**src/rtl/instr_fetch_unit.sv**
```systemverilog
// ---------------------------------------------------------------------------
// instr_fetch_unit
//   Single-outstanding instruction fetcher with a one-entry instruction
//   buffer and branch/jump redirect handling.
//
//   Only one memory request is ever in flight. A fetched word is captured
//   into a holding buffer and offered to the decoder. The next fetch is
//   issued only after the decoder takes that word, or after a redirect
//   discards it.
//
// Parameters
//   RESET_PC        fetch address used after reset
//
// Ports
//   clk             clock; all state changes on the rising edge
//   rst             asynchronous, active-high reset
//   imem_req        memory request; stays high until imem_ack
//   imem_addr       word-aligned request address; stable while imem_req
//   imem_ack        memory response strobe; imem_rdata valid in same cycle
//   imem_rdata      returned instruction word
//   redirect_valid  taken branch/jump; redirect_pc is the new target
//   redirect_pc     redirect target; low two bits are ignored
//   instr_valid     instr/opcode/instr_pc hold a deliverable instruction
//   instr_ready     decoder accepts the instruction this cycle
//   instr           buffered instruction word
//   opcode          instr[31:26]
//   instr_pc        address of the buffered instruction
// ---------------------------------------------------------------------------
module instr_fetch_unit #(
  parameter logic [31:0] RESET_PC = 32'h0000_0000
) (
  input  logic        clk,
  input  logic        rst,
  output logic        imem_req,
  output logic [31:0] imem_addr,
  input  logic        imem_ack,
  input  logic [31:0] imem_rdata,
  input  logic        redirect_valid,
  input  logic [31:0] redirect_pc,
  output logic        instr_valid,
  input  logic        instr_ready,
  output logic [31:0] instr,
  output logic [5:0]  opcode,
  output logic [31:0] instr_pc
);

  // IDLE  : one-cycle start-up state after reset
  // FETCH : request outstanding, its data is wanted
  // HOLD  : buffered instruction waiting for the decoder
  // FLUSH : request outstanding, but a redirect has made its data stale
  localparam logic [1:0] S_IDLE  = 2'd0;
  localparam logic [1:0] S_FETCH = 2'd1;
  localparam logic [1:0] S_HOLD  = 2'd2;
  localparam logic [1:0] S_FLUSH = 2'd3;

  logic [1:0]  state_q,    state_d;
  logic [31:0] pc_q,       pc_d;        // next sequential fetch address
  logic [31:0] req_addr_q, req_addr_d;  // address of the current request
  logic [31:0] instr_q,    instr_d;
  logic [31:0] instr_pc_q, instr_pc_d;

  // Redirect targets are forced word-aligned. Masking, rather than slicing,
  // keeps every bit of redirect_pc in use.
  logic [31:0] target;
  assign target = redirect_pc & 32'hFFFF_FFFC;

  // Requests are a pure function of state. Reset therefore drops imem_req
  // in the same cycle it is asserted, with no wait for a clock edge.
  assign imem_req  = (state_q == S_FETCH) || (state_q == S_FLUSH);
  assign imem_addr = req_addr_q;

  // A redirect kills the buffered instruction in the same cycle. The
  // decoder must not see it as valid, even though HOLD is only left on
  // the next edge.
  assign instr_valid = (state_q == S_HOLD) && !redirect_valid;

  assign instr    = instr_q;
  assign instr_pc = instr_pc_q;
  assign opcode   = instr_q[31:26];

  always_comb begin
    state_d    = state_q;
    pc_d       = pc_q;
    req_addr_d = req_addr_q;
    instr_d    = instr_q;
    instr_pc_d = instr_pc_q;

    case (state_q)
      S_IDLE: begin
        // Any stray imem_ack here belongs to a request cancelled by reset
        // and is ignored.
        state_d = S_FETCH;
        if (redirect_valid) begin
          pc_d       = target;
          req_addr_d = target;
        end else begin
          req_addr_d = pc_q;
        end
      end

      S_FETCH: begin
        if (redirect_valid) begin
          pc_d = target;
          if (imem_ack) begin
            // The response has just retired, so the target can be
            // requested at once. The returned word is dropped.
            req_addr_d = target;
            state_d    = S_FETCH;
          end else begin
            // A request cannot be withdrawn. Let it complete in FLUSH at
            // the old address, then discard its data.
            state_d = S_FLUSH;
          end
        end else if (imem_ack) begin
          instr_d    = imem_rdata;
          instr_pc_d = req_addr_q;
          pc_d       = req_addr_q + 32'd4;  // wraps modulo 2^32
          state_d    = S_HOLD;
        end
      end

      S_HOLD: begin
        if (redirect_valid) begin
          // Redirect takes priority over a transfer in the same cycle.
          pc_d       = target;
          req_addr_d = target;
          state_d    = S_FETCH;
        end else if (instr_ready) begin
          req_addr_d = pc_q;
          state_d    = S_FETCH;
        end
      end

      S_FLUSH: begin
        // The latest redirect wins. A redirect arriving together with the
        // stale ack is used directly as the next request address.
        if (redirect_valid) pc_d = target;
        if (imem_ack) begin
          req_addr_d = redirect_valid ? target : pc_q;
          state_d    = S_FETCH;
        end
      end

      default: state_d = S_IDLE;
    endcase
  end

  always_ff @(posedge clk or posedge rst) begin
    if (rst) begin
      state_q    <= S_IDLE;
      pc_q       <= RESET_PC;
      req_addr_q <= RESET_PC;
      instr_q    <= 32'h0;
      instr_pc_q <= 32'h0;
    end else begin
      state_q    <= state_d;
      pc_q       <= pc_d;
      req_addr_q <= req_addr_d;
      instr_q    <= instr_d;
      instr_pc_q <= instr_pc_d;
    end
  end

endmodule

```
**config.mk**
```make
export PLATFORM = sky130hd
export DESIGN_NAME = instr_fetch_unit
export DESIGN_NICKNAME = d
export VERILOG_FILES = /design/src/rtl/instr_fetch_unit.sv
export SDC_FILE = /design/constraint.sdc
export NUM_CORES = 1
export LEC_CHECK = 0
export ABC_AREA = 1
export BUFFER_PORTS_ARGS = -buffer_cell sky130_fd_sc_hd__buf_2
export CAP_MARGIN = 20
export CORE_MARGIN = 2
export CORE_UTILIZATION = 45
export CTS_CLUSTER_SIZE = 10
export DETAILED_ROUTE_END_ITERATION = 8
export PLACE_DENSITY_LB_ADDON = 0.2
export SETUP_SLACK_MARGIN = 0.4
export SLEW_MARGIN = 30
export SYNTH_ARGS = -nofsm -noshare
export SYNTH_HDL_FRONTEND = slang
export SYNTH_SLANG_ARGS = --single-unit
export TNS_END_PERCENT = 10
```
**constraint.sdc**
```tcl
create_clock -name clk -period 4.9 [get_ports clk]
set_clock_uncertainty 0.15 [all_clocks]
set_input_delay 0.98 -clock clk [delete_from_list [all_inputs] [get_ports clk]]
set_output_delay 0.98 -clock clk [all_outputs]
set_load 0.02 [all_outputs]
```
* Word level (Yosys, flattened, before mapping)
Index checks and enable logic that the tools add are counted.
** Word-level totals
- Register bits after elaboration :: 130
- Output and inout port bits :: 104
** Cells by class
- Add/sub/neg operators :: 1
- Mux-type cells :: 17
- Equal/unequal tests :: 8
- Reductions and logical operators :: 8
- Bitwise operators :: 1
** Operators by type and width (count)
- 2-to-1 mux 32 bit :: 8
- one-hot mux 32 bit (4 select lines) :: 1
- one-hot mux 32 bit (2 select lines) :: 1
- adder 32 x 3 -> 32 bit (second input constant) :: 1
- 2-to-1 mux 2 bit :: 6
- one-hot mux 2 bit (4 select lines) :: 1
- inequality test 2 bit (second input constant) :: 3
- inequality test 3 bit (second input constant) :: 2
- AND reduction 3 bit :: 2
- equality test 2 bit (second input constant) :: 2
- AND reduction 4 bit :: 1
- OR reduction 3 bit :: 1
- equality test 2 x 1 -> 1 bit (second input constant) :: 1
- zero test 2 bit :: 1
- logical AND 1 bit :: 1
- zero test 1 bit :: 1
- logical OR 1 bit :: 1
- NOT 1 bit :: 1

* Longest topological paths before layout
- Depth in word-level cells :: 4
- Depth in mapped cells :: 12

* Worst setup path after synthesis
No wires, ideal clock.
- Kind :: input to output
- Start :: in redirect_valid
- End :: out instr_valid
- Arrival time :: 1.426 ns
- Setup slack :: 2.344 ns
- Stages on the path :: 4
- Buffers on the path :: 1
- Data required time :: 3.770 ns
- Cells stage by stage :: buf_2 -> inv_2 -> nand3_1 -> inv_1
** On the way
- Cells in the longest elaborated chain, start to end :: 2
** Ends and longest elaborated chain
- start: declaration :: RTL line 38 : input logic redirect_valid,
- zero test 1 bit :: RTL line 75 : assign instr_valid = (state_q == S_HOLD) && !redirect_valid;
- logical AND 1 bit :: RTL line 75
- end: declaration :: RTL line 40 : output logic instr_valid,
Every way passes these cells.

* Worst setup path in the final report
Ends and elaborated chain as after synthesis.

==> summary.txt <==
CTS max path bufs = 2
Hpwl dp = 13,650 µm
FF-to-FF End = imem_addr[2]
Ys Warns = 0
Status = completed
Startpoint types = input port
Syn Inst Count = 910
Die ar. = 15,840 µm²
Yosys reg bits = 130
Setup TNS Final = 0 ps
Routed wire per std cell = 15.08 µm
Core area = 14,530 µm²
Number of DRC markers in iteration 0 = 557
Pleak = 4.368 nW
Worst setup EP type = output port
VDD IR max = 261.3 µV
CTS resizes = 0
Cells along the critical path = buf_2, inv_2, nand3_1, inv_1, buf_2
Initial DRT Pass Iterations = 6
R2R Setup Slk = 2240 ps
CTS Sinks = 130
Slew Viols, Final = 0
Setup Crit Path Kind = in -> out
Postcts setup bufs = 0
Routability cong. = 0.9512
Fin crit share = 0.5991
Grt ovf = 0
Largest delay share family, worst path = buffers and inverters
Synth top area cells = dfrtp_1 (49%), nand2_1 (22%), o21ai_0 (5.4%)
Slowest stage cell, crit path = inv_2
Max H-tree Level = 4
Top cell type's share of synthesized area = 0.4867
IO buf count = 170
Main synth FF type = dfrtp_1
Commonest non-fill, non-tap cell in the layout = nand2_1
CP max stage delay = 320 ps
Post-synth ARST share = 1.000
Final net count = 1,127
Synth Cell Area = 6684 µm²
Worst-path clk slew = 50 ps
Remaining antenna violation count = 0
Worst-Skew Late Latency = 420 ps
Drt total wl = 18,910 µm
Final Hold Viols = 0
Boundary pin count = 173
Diode count = 0
M2 GR Usage = 0.3672
Starting Density = 0.4599
Worst Path Max Fanout = 21
Critical Path RT = 3770 ps
Crit path arrival time = 1810 ps
Count of cell types in the netlist = 32
Highest-count cells in the layout ignoring fill and taps = nand2_1 (386), buf_2 (170), dfrtp_1 (130)
Synth-to-Final Area Change = 22.58%
First-pass GRT wire length = 30,510 µm
Worst Hold Class = reg -> reg
Largest net degree at the start of global routing = 62
RSZ-0062 raised after global routing = no
Setup Viol. Count Final = 0
Max cap viols = 0
Most used routing layer = met2
Seq/Total Area, Yosys = 0.4867
Die H = 125.9 µm
Root Buffer = clkbuf_16
Tmin final = 2936 ps
Slew margin rel. = 0.6091
EDFF count, synth = 0
Met1 Track Usage GR = 0.3524
Gr usage total = 0.2436
Die Wd = 125.9 µm
Area leader, netlist = dfrtp_1
Worst hold margin = 313.1 ps
CTS tree = done
Layout cells sized above 1 = 0.2103
PD cells = 686.4 nW/µm²
Worst slew pin tran = 585.5 ps
Syn Nets = 980
CP Capture Point = instr_valid
DRC = 0
CTS Hold Bufs = 0
R2R depth = 9
Met3 GRT Util = 0.05268
Worst r2r src = state_q[1]
CTS Buf Count = 17
Synth Area per Inst = 7.345 µm²
Row count = 44
Worst path depth = 5
Filler cells = 1,405
Critical path origin = redirect_valid
DR vias = 6,307
Initial antenna violation count = 0
Vias per cell = 5.030
Vias in the first global route = 5,801
Fmax = 0.3406 GHz
Most frequent CP cell = buf_2
Worst Path Buf+Inv = 4
==> sequential cells by signal, summed over array words and instances (netlist names) <==
signal,flops
imem_addr,32
instr,32
instr_pc,32
pc_q,32
state_q,2
==> power breakdown <==
group	leakage [nW]	switching [mW]	internal, mW	total, mW
registers	1.62	0.408	1.57	1.98
clock network	0.279	0.474	0.770	1.24
logic	2.47	1.66	0.746	2.40
==> cells in the mapped netlist, types with 3 or more instances <==
cell type    n
a211oi_1     6
a21oi_1     52
buf_1        4
buf_2       15
buf_4        7
buf_6        7
clkbuf_1    18
dfrtp_1    130
inv_1       56
inv_2        3
nand2_1    386
nand3_1     28
nand3b_1     3
nor2_1      68
nor2_2       4
o21ai_0     72
o21ai_1     24
o221ai_1     3
xor2_1       5
==> final cells by class <==
class,instances,area (µm²),share of cell area
flip-flops and latches,130,3253,0.3971
multi-input cells,670,2923,0.3567
repair buffers,179,968.4,0.1182
clock buffers,23,498.0,0.06078
well taps,184,230.2,0.02810
inverters,59,225.2,0.02749
clock inverters,9,95.09,0.01161
==> per-stage QoR <==
step / setup slack, ps / cell area [µm²] / cells / utilization / total power [mW]
global placement: 1751 / 7580 / 1221 / 0.5215 / 4.346
CTS: 1925 / 8173 / 1253 / 0.5623 / 5.651
floorplan: 2161 / 6688 / 910 / - / 3.616
global route: 1825 / 8193 / 1254 / 0.5637 / 6.045
detailed placement: 1756 / 7580 / 1221 / 0.5215 / 4.387
finish: 1964 / 8193 / 1254 / 0.5637 / 5.624
==> worst min-delay path, cell delays in order, from the launching register on <==
cell and delay, ps:
dfrtp_1 330, nand2_1 50, nand2_1 50
==> metal layers <==
metal / wire, µm / part of all wire / up-vias
met1: 9006 / 0.48 / 2865
met2: 8235 / 0.44 / 240
met3: 1278 / 0.068 / 28
li1: - / - / 3174
met4: 389 / 0.021 / 0
met5: 0 / 0 / -
==> cell families after synthesis <==
kind of cell    Yosys count  share of synthesized area
mux                       2                   0.002995
simple gates            498                     0.2956
compound gates          164                     0.1299
buf+inv                 110                    0.07637
fa+ha+maj                 1                   0.001872
flops                   130                     0.4867
xor+xnor                  5                   0.006552
==> worst min path at each step <==
stage	slack, ps	cells after the start	to	from
after floorplan	310	2	pc_q[2]	pc_q[2]
after global placement	300	2	instr[5]	instr[5]
after detailed placement	300	2	instr_pc[3]	instr_pc[3]
after CTS	320	2	instr[18]	instr[18]
after global routing	340	2	instr[13]	instr[13]
final	310	2	instr[5]	instr[5]
(Power assumes the default switching activity.)
